==> config.mk <==
export PLATFORM = sky130hd
export DESIGN_NAME = evha_dmem_ptw_arb
export DESIGN_NICKNAME = d
export VERILOG_FILES = /design/src/rtl/evha_dmem_ptw_arb.sv
export SDC_FILE = /design/constraint.sdc
export NUM_CORES = 1
export LEC_CHECK = 0
export ABC_AREA = 1
export CAP_MARGIN = 40
export CORE_AREA = 5 5 205 207
export CTS_BUF_LIST = sky130_fd_sc_hd__clkbuf_16
export CTS_CLUSTER_SIZE = 8
export DETAILED_ROUTE_END_ITERATION = 7
export DIE_AREA = 0 0 210 212
export GPL_ROUTABILITY_DRIVEN = 0
export PLACE_DENSITY_LB_ADDON = 0.08
export SKIP_LAST_GASP = 1
export SLEW_MARGIN = 25
export SYNTH_ARGS = -nofsm -noshare
export SYNTH_HDL_FRONTEND = slang
export SYNTH_SLANG_ARGS = --single-unit
==> constraint.sdc <==
create_clock -name clk -period 1.5 [get_ports clk]
set_input_delay 0.15 -clock clk [delete_from_list [all_inputs] [get_ports clk]]
set_output_delay 0.15 -clock clk [all_outputs]
set_load 0.02 [all_outputs]
==> src/rtl/evha_dmem_ptw_arb.sv <==
// Arbitrates LSU and page-table-walker accesses onto one DMEM port; PTW has priority, one transaction in flight.
// Request reaches DMEM the cycle after capture; the response is routed combinationally to the owner, with an error returned on timeout.
module evha_dmem_ptw_arb #(
  parameter int XLEN   = 64,
  parameter int TO_CYC = 255
) (
  input  logic            clk,
  input  logic            rst,
  input  logic            lsu_req_i,
  input  logic            lsu_cmd_i,
  input  logic [1:0]      lsu_width_i,
  input  logic [XLEN-1:0] lsu_addr_i,
  input  logic [XLEN-1:0] lsu_wdata_i,
  output logic            lsu_req_ack_o,
  output logic [XLEN-1:0] lsu_rdata_o,
  output logic [1:0]      lsu_resp_o,
  input  logic            ptw_req_i,
  input  logic            ptw_cmd_i,
  input  logic [XLEN-1:0] ptw_addr_i,
  output logic            ptw_rdy_o,
  output logic [XLEN-1:0] ptw_ldata_o,
  output logic            ptw_exc_o,
  output logic            dmem_req_o,
  output logic            dmem_cmd_o,
  output logic [1:0]      dmem_width_o,
  output logic [XLEN-1:0] dmem_addr_o,
  output logic [XLEN-1:0] dmem_wdata_o,
  input  logic            dmem_req_ack_i,
  input  logic [XLEN-1:0] dmem_rdata_i,
  input  logic [1:0]      dmem_resp_i
);

  typedef enum logic [1:0] {IDLE, REQ, RESP} state_t;

  localparam logic [7:0] TO_VAL = 8'(TO_CYC);

  state_t            state, state_nxt;
  logic              owner, owner_nxt;
  logic [7:0]        cnt, cnt_nxt;
  logic              cap_cmd, cap_cmd_nxt;
  logic [1:0]        cap_width, cap_width_nxt;
  logic [XLEN-1:0]   cap_addr, cap_addr_nxt;
  logic [XLEN-1:0]   cap_wdata, cap_wdata_nxt;
  logic [1:0]        resp_eff;

  always_ff @(posedge clk) begin
    if (rst) begin
      state     <= IDLE;
      owner     <= 1'b0;
      cnt       <= '0;
      cap_cmd   <= 1'b0;
      cap_width <= '0;
      cap_addr  <= '0;
      cap_wdata <= '0;
    end else begin
      state     <= state_nxt;
      owner     <= owner_nxt;
      cnt       <= cnt_nxt;
      cap_cmd   <= cap_cmd_nxt;
      cap_width <= cap_width_nxt;
      cap_addr  <= cap_addr_nxt;
      cap_wdata <= cap_wdata_nxt;
    end
  end

  // Reserved encoding 11 is folded into error.
  assign resp_eff = (dmem_resp_i == 2'b11) ? 2'b10 : dmem_resp_i;

  always_comb begin
    state_nxt     = state;
    owner_nxt     = owner;
    cnt_nxt       = cnt;
    cap_cmd_nxt   = cap_cmd;
    cap_width_nxt = cap_width;
    cap_addr_nxt  = cap_addr;
    cap_wdata_nxt = cap_wdata;
    lsu_req_ack_o = 1'b0;
    lsu_rdata_o   = '0;
    lsu_resp_o    = 2'b00;
    ptw_rdy_o     = 1'b0;
    ptw_ldata_o   = '0;
    ptw_exc_o     = 1'b0;
    dmem_req_o    = 1'b0;
    dmem_cmd_o    = 1'b0;
    dmem_width_o  = 2'b00;
    dmem_addr_o   = '0;
    dmem_wdata_o  = '0;

    case (state)
      IDLE: begin
        if (ptw_req_i) begin
          cap_cmd_nxt   = ptw_cmd_i;
          cap_width_nxt = 2'b11;
          cap_addr_nxt  = ptw_addr_i;
          cap_wdata_nxt = '0;
          owner_nxt     = 1'b1;
          state_nxt     = REQ;
        end else if (lsu_req_i) begin
          cap_cmd_nxt   = lsu_cmd_i;
          cap_width_nxt = lsu_width_i;
          cap_addr_nxt  = lsu_addr_i;
          cap_wdata_nxt = lsu_wdata_i;
          owner_nxt     = 1'b0;
          lsu_req_ack_o = 1'b1;
          state_nxt     = REQ;
        end
      end
      REQ: begin
        dmem_req_o   = 1'b1;
        dmem_cmd_o   = cap_cmd;
        dmem_width_o = cap_width;
        dmem_addr_o  = cap_addr;
        dmem_wdata_o = cap_wdata;
        if (dmem_req_ack_i) begin
          cnt_nxt   = '0;
          state_nxt = RESP;
        end
      end
      RESP: begin
        if (resp_eff != 2'b00) begin
          if (owner) begin
            ptw_rdy_o   = 1'b1;
            ptw_ldata_o = dmem_rdata_i;
            ptw_exc_o   = (resp_eff == 2'b10);
          end else begin
            lsu_resp_o  = resp_eff;
            lsu_rdata_o = dmem_rdata_i;
          end
          state_nxt = IDLE;
        end else if (cnt == TO_VAL) begin
          if (owner) begin
            ptw_rdy_o = 1'b1;
            ptw_exc_o = 1'b1;
          end else begin
            lsu_resp_o = 2'b10;
          end
          state_nxt = IDLE;
        end else begin
          cnt_nxt = cnt + 8'd1;
        end
      end
      default: state_nxt = IDLE;
    endcase

    // A reset cycle abandons whatever is in flight: nothing is acked or delivered.
    if (rst) begin
      lsu_req_ack_o = 1'b0;
      lsu_rdata_o   = '0;
      lsu_resp_o    = 2'b00;
      ptw_rdy_o     = 1'b0;
      ptw_ldata_o   = '0;
      ptw_exc_o     = 1'b0;
      dmem_req_o    = 1'b0;
      dmem_cmd_o    = 1'b0;
      dmem_width_o  = 2'b00;
      dmem_addr_o   = '0;
      dmem_wdata_o  = '0;
    end
  end

endmodule

* Yosys cells after proc, flatten, opt, wreduce, memory -nomap -nowiden
Cells that the tools add are included.
Word-level totals: output and inout bits 265, logic and storage cells 83, bits in registers 142
Cells by class: muxes and demuxes 58, add/subtract/negate cells 1, equality and inequality tests 10, reductions and logical operators 7
Operator list (number):
- 64-bit two-way mux | 16
- 2-bit two-way mux | 16
- 8-bit two-way mux | 3
- 1-bit two-way mux | 21
- 8-bit case mux with 2 select lines | 1
- 8-bit by 1-bit adder with 8-bit output, second input constant | 1
- 8-bit equality test, second input constant | 1
- 2-bit equality test, second input constant | 3
- 2-bit inequality test, second input constant | 3
- 3-bit inequality test, second input constant | 2
- 2-bit case mux with 3 select lines | 1
- 2-bit nonzero test | 3
- 4-bit AND reduction | 1
- 3-bit AND reduction | 1
- 2-bit by 1-bit equality test with 1-bit output, second input constant | 1
- 2-bit logical NOT | 1
- 2-bit AND reduction | 1

* Depth between registers and ports, before layout
depth after elaboration 7, gate-level depth with buffers 10, gate-level depth less buffers 10

* Worst setup path before layout
No wires, ideal clock.
path type reg2out, start point register cnt[0], end point output lsu_resp_o[1], stages on the path, launching flop included 8, arrival time 1491 ps, path slack -141 ps, path through dfxtp_1 ha_1 nand2_1 nor2_1 nand2_1 nand2_1 nand2_1 nor3_1
On the way: word-level cells in the longest chain between the ends 5
RTL lines:
- from (decl) | line 39 | logic [7:0] cnt, cnt_nxt;
- from (signal assigned) | line 58 | cnt <= cnt_nxt;
- 8-bit equality test | line 130 | end else if (cnt == TO_VAL) begin
- 2-bit two-way mux | line 130
- 2-bit two-way mux | line 120 | if (resp_eff != 2'b00) begin
- 2-bit two-way mux | line 89 | case (state)
- 2-bit two-way mux | line 146 | if (rst) begin
- to (decl) | line 16 | output logic [1:0] lsu_resp_o,
No other way between the ends.

* Worst setup path after layout
start point register state[1], end point output ptw_ldata_o[46]
On the way: word-level cells in the longest chain between the ends 3
RTL lines:
- from (decl) | line 37 | state_t state, state_nxt;
- from (signal assigned) | line 56 | state <= state_nxt;
- 2-bit equality test | line 89
- 64-bit two-way mux | line 89
- 64-bit two-way mux | line 146
- to (decl) | line 21 | output logic [XLEN-1:0] ptw_ldata_o,
No other way between the ends.

==> flow_summary.toml <==
[placement]
io_buffers = 531
postPlaceCellArea_um2 = 14700
dp_hpwl_um = 29500
dp.cells = 2298

[drt]
finalWirelength_um = 39100
wl_per_cell_um = 16.7
drt_iter0_drc = 386
dr.pass1.iters = 4
ant_nets = 0
vias_per_cell = 4.13
drc = 0
via_count = 9684

[sta]
max_slew.worst_pin.slew_ns = 0.501
final_hold_viol_count = 0
fin_tns_setup_ns = -99.12
drv_slew = 0
skew_ns = 0.00902
finalCritPeriodShare_pct = 132
period_needed_ns = 1.98
max_slew_margin_pct = 66.6
final-setup-viol-count = 271
setup_slack_ns = -0.476
rsz0062_at_grt = "true"
fmax_mhz = 506

[grt]
grt_pass1_wl_um = 56600
track_usage_pct = 16.3
antenna_found_initial = 3
first_global_vias = 9366
grt_overflow_total = 0
grt_max_degree = 59

[worst_setup_path]
worst_path_largest_cell_delay_ns = 0.39
cpLargestDelayFamily = "buffers and inverters"
crit_type = "flip-flop to output port"
cp.buffers_inverters = 4
arrival_ns = 1.83
required_ns = 1.35
startpoint_type = "flip-flop"
cp_max_fo = 9
worst_setup_path_end_kind = "output port"
path_cells = "inv_2 > nor2_4 > buf_6 > nand2_8 > buf_4 > nor3_2 > dlygate4sd2_1"
slowest_stage = "dlygate4sd2_1"

[clocking]
cts-htree-levels = 4
root_buffer = "clkbuf_16"
clock_path_buffers = 2
cts_tree = "built"
insertion_delay_ns = 0.44
ctsHoldBuffers = 0
cts_inserted_buffers = 17
clkTransAtPathRegs_ns = 0.07
cts_sinks = 142

[final_layout]
mostFrequentLayoutCells = "274 x inv_1, 264 x clkdlybuf4s50_1, 204 x nor2_1"
syn_to_final_growth_pct = 88.2
layout_commonest_cell = "inv_1"
drive_gt1_share_pct = 27.3
layout.cells.non_filler = 2345
fin_nets = 2067
fin_area_um2 = 15200

[pwr]
leakage_nw = 6.49
ir_drop_uv = 770
p_per_area_nw_per_um2 = 726

[floorplanning]
core_um2 = 40200
dieArea_um2 = 44500
std_cell_rows = 74
io_pins = 532
fp.dieW_um = 210
die_h_um = 212
start_util_pct = 20.1

[synthesis]
netlist_instances = 1251
syn_nets = 1519
synthArstFlopShare_pct = 0
ys_seq_area_share_pct = 35.2
synth_cell_types = 33
netlist_area_um2 = 8070
synth-main-ff-cell = "dfxtp_1"
synth_edf_count = 0
ys_ff_latch = 142
yosysWarnings = 0
syn_avg_cell_area_um2 = 6.45

[outcome]
violations = "negative setup slack"
status = "finished, violations left"

[flow_run]
max_cap_violations = 0

[hold_path]
hold_path.class = "input pin to flip-flop"
## power breakdown
group          total [mW]  internal [mW]  switching (mW)
Sequential           4.20           4.07           0.126
Combinational        2.74           1.30            1.43
Clock                4.08           2.27            1.81
Total                11.0           7.64            3.37
## tightest hold or removal path, stage by stage
cell     delay, ns
buf_4         0.15
nand2_1       0.07
a21oi_1       0.05
## per-stage QoR
stage | total power, mW | setup slack [ns] | hold slack, ns | util [%]
6_report | 11.0 | -0.476 | 0.0387 | 37.8
5_1_grt | 11.6 | -0.592 | 0.0282 | 37.8
4_1_cts | 11.2 | -0.535 | 0.0223 | 37.9
3_5_place_dp | 7.01 | -0.687 | 0.461 | 36.5
3_3_place_gp | 6.99 | -0.642 | 0.457 | 36.5
2_1_floorplan | 5.58 | -0.141 | 0.263 | -
## sequential cells by signal, indices dropped and copies added (netlist names)
signal and count:
cap_wdata 64, cap_cmd 1, state 2, owner 1
cap_width 2, cap_addr 64, cnt 8
## path summary, 6_finish.rpt
path	start	endpoint	slack [ns]	cells past startpoint
worst min register to register	cap_wdata[15]	cap_wdata[15]	0.47	2
worst max-delay path	state[1]	ptw_ldata_o[46]	-0.48	7
worst max register to register	state[1]	cap_addr[27]	-0.01	8
worst min-delay path	ptw_req_i	owner	0.04	3
## routing by layer
layer	vias to the layer above	global-route usage, %	routed length [um]
met2	309	26.3	18400
met4	2	5.51	1100
met5	-	0	13
met1	4301	20.5	16700
li1	5015	-	-
met3	57	5.37	2880
## synth_stat cells, types with 2 or more instances
cell / number / share of area [%]
inv_1: 275 / 13
nor2_1: 208 / 9.7
dfxtp_1: 142 / 35
a21oi_1: 138 / 8.6
nor3_1: 112 / 7.0
nand2_1: 98 / 4.6
o21ai_0: 57 / 3.5
o31ai_1: 55 / 5.1
clkbuf_1: 50 / 2.3
buf_2: 24 / 1.5
nor3_2: 20 / 2.5
buf_6: 16 / 2.2
o21ai_1: 11 / 0.68
nand3_1: 9 / 0.56
o31ai_2: 9 / 1.4
buf_1: 4 / 0.19
inv_2: 4 / 0.19
buf_4: 3 / 0.28
nor2_4: 2 / 0.28
## final cells by class
type	count	area (um2)
Fill cell	4350	25000
Clock buffer	17	425
Sequential cell	142	2850
Tap cell	532	666
Clock inverter	15	123
Antenna cell	1	2.50
Timing Repair Buffer	626	5880
Multi-Input combinational cell	731	4170
Inverter	281	1060
## repair_timing
item                                   4_1_cts  5_1_grt
setup buffers                                5        2
gates cloned                                 0        7
pin swaps                                    7        1
endpoints found under the hold margin        0        0
setup endpoints to repair                  329      395
resized for setup                          699      207
## logic make-up (layout without fill, tap and decap cells)
group | Yosys count | count (layout) | share of synthesized area, %
buffers and inverters | 378 | 939 | 19.6
AO/OA/AOI/OAI | 274 | 274 | 19.8
XOR/XNOR | 1 | 1 | 0.109
AND/OR/NAND/NOR | 455 | 455 | 25.0
other | 0 | 1 | 0
flip-flops | 142 | 142 | 35.2
adder cells (fa/ha/maj) | 1 | 1 | 0.155
No activity file was read; power rests on OpenSTA's default activity.
==> RTL edit: new RTL, config.mk and constraints unchanged <==
Set the parameter `TO_CYC` to 127 (it was 255).
--- a/src/rtl/evha_dmem_ptw_arb.sv
+++ b/src/rtl/evha_dmem_ptw_arb.sv
@@ -2,7 +2,7 @@
 // Request reaches DMEM the cycle after capture; the response is routed combinationally to the owner, with an error returned on timeout.
 module evha_dmem_ptw_arb #(
   parameter int XLEN   = 64,
-  parameter int TO_CYC = 255
+  parameter int TO_CYC = 127
 ) (
   input  logic            clk,
   input  logic            rst,
Behaviour: no difference found for any inputs over 4 cycles, from zero or initial values and one cycle with rst high; that may be too few to reach the edited logic, so the function may still have changed.
==> RTL edit against the original RTL <==
The run still ends with negative setup slack left; global-route usage increased by 0.87 points; combinational power up 4%; sequential cell count did not move; total power increased by 7.4%; synthesized area fell by 1.4%; core utilization up 0.081 points; wire length is 5.1% higher; critical path depth stayed put; synthesized cell count is essentially flat; first-iteration DRC count shrank 11%; final area grew 0.21%; count of clock-buffer cells in the layout did not move; setup slack gained 12 ps.
==> RTL edit: results <==
[status]
outcome = "finished with violations"
violations = "negative setup slack"

[synth]
sequential_to_total_area_share_from_yosys_stat_pct = 35.7
number_of_distinct_library_cells_after_synthesis = 29
yosys-top-cells-area = "dfxtp_1 (36%), inv_1 (13%), nor2_1 (9.8%)"
synth.net_count = 1520
ys_top_cells_by_count = "inv_1 (274), nor2_1 (207), dfxtp_1 (142)"

[setup_path]
worstPathMaxFanout = 14
rr_worst_depth = 10
critical_path.reg2reg.endpoint = "cap_wdata[38]$_SDFFE_PP0P_"

[drt]
total_number_of_vias = 9730
detail_route.first_pass.iterations = 5
route.detailed.wl_per_inst_um = 17.6

[grt]
first_pass_grt_wire_length_um = 59000
grt.total_usage_pct = 17.2
grt_antenna_before_repair = 5
number_of_global_route_vias_before_repair = 9606
grt_start_max_net_pins = 119

[pwr]
vdd_ir_drop_max_uv = 748
p_leak_nw = 6.65

[sta]
holdWs_ps = 81.5
setup_viol = 395
setup_ws_ps = -465
worst_clock_skew_ps = 12.0
slew_headroom_pct = 62.8

[placement]
area_post_placement_sq_um = 14600
place.detailed.hpwl_um = 30400

[hold_path]
whs_endpoint = "cap_width[1]$_SDFFE_PP0P_"

[cells_and_area]
layout-drive-gt1-share_pct = 29.2
num-nets-final = 2058
## RTL edit: changes by cell type after synthesis, sizes merged
cell / change
nand2: +2
a21oi: +1
clkinv: -1
inv: +1
nand3: -1
o21ai: -1
## RTL edit: worst max-delay path by stage
| stage | slack, ps | to | cells past startpoint |
|---|---|---|---|
| after global routing | -560 | dmem_addr_o[36] | 7 |
| after floorplan | -100 | lsu_resp_o[1] | 7 |
| after CTS | -530 | ptw_ldata_o[0] | 7 |
| after global placement | -700 | lsu_rdata_o[30] | 7 |
| after detailed placement | -690 | lsu_rdata_o[30] | 7 |
| final | -460 | dmem_wdata_o[2] | 7 |
## RTL edit: final cells by class
class / instances / area [sq um]
multi-input cells: 732 / 4260
diodes: 3 / 7.51
well taps: 532 / 666
repair buffers: 616 / 5720
inverters: 281 / 1060
fillers: 4329 / 25000
flip-flops and latches: 142 / 2850
clock inverters: 15 / 220
clock buffers: 17 / 425
## RTL edit: timing repair
action,CTS,global route
resized for setup,856,414
pin swaps,2,3
gates cloned,2,6
setup endpoints to repair,324,403
setup buffers,3,8
## RTL edit: cell families (layout without fill, tap and decap cells)
logic type / after synthesis / count (layout) / share of synthesized area [%]
buffers and inverters: 378 / 929 / 19.0
flip-flops: 142 / 142 / 35.7
AND/OR/NAND/NOR: 456 / 456 / 25.4
adder cells (fa/ha/maj): 1 / 1 / 0.157
XOR/XNOR: 1 / 1 / 0.110
AO/OA/AOI/OAI: 274 / 274 / 19.5
other: 0 / 3 / 0
## RTL edit: report_power, final
part	switching, mW	total, mW	internal [mW]
registers	0.122	4.19	4.07
logic	1.49	2.86	1.37
clock network	1.82	4.78	2.96
total	3.44	11.8	8.39
## RTL edit: critical path, stage by stage, from the launching register on
cell	delay [ps]
dfxtp_2	330
buf_4	140
nor2_4	150
nand2_8	140
buf_4	170
buf_6	160
nor2_1	90
buf_2	190
## RTL edit: layer usage
layer	track usage, %	wire, um	up-vias
met2	30.0	20300	318
met4	4.77	784	4
li1	-	-	5010
met1	19.7	16700	4361
met5	0	34	-
met3	6.45	3290	37
## RTL edit: stage by stage
stage	power, mW	instances	setup TNS (ps)	setup WS (ps)
final	11.8	2338	-104900	-465
after global routing	12.5	2337	-154750	-555
after CTS	11.9	2320	-130090	-531
after detailed placement	7.02	2283	-150830	-691
after global placement	7.01	2283	-146980	-700
after floorplan	5.55	1252	-5410	-102
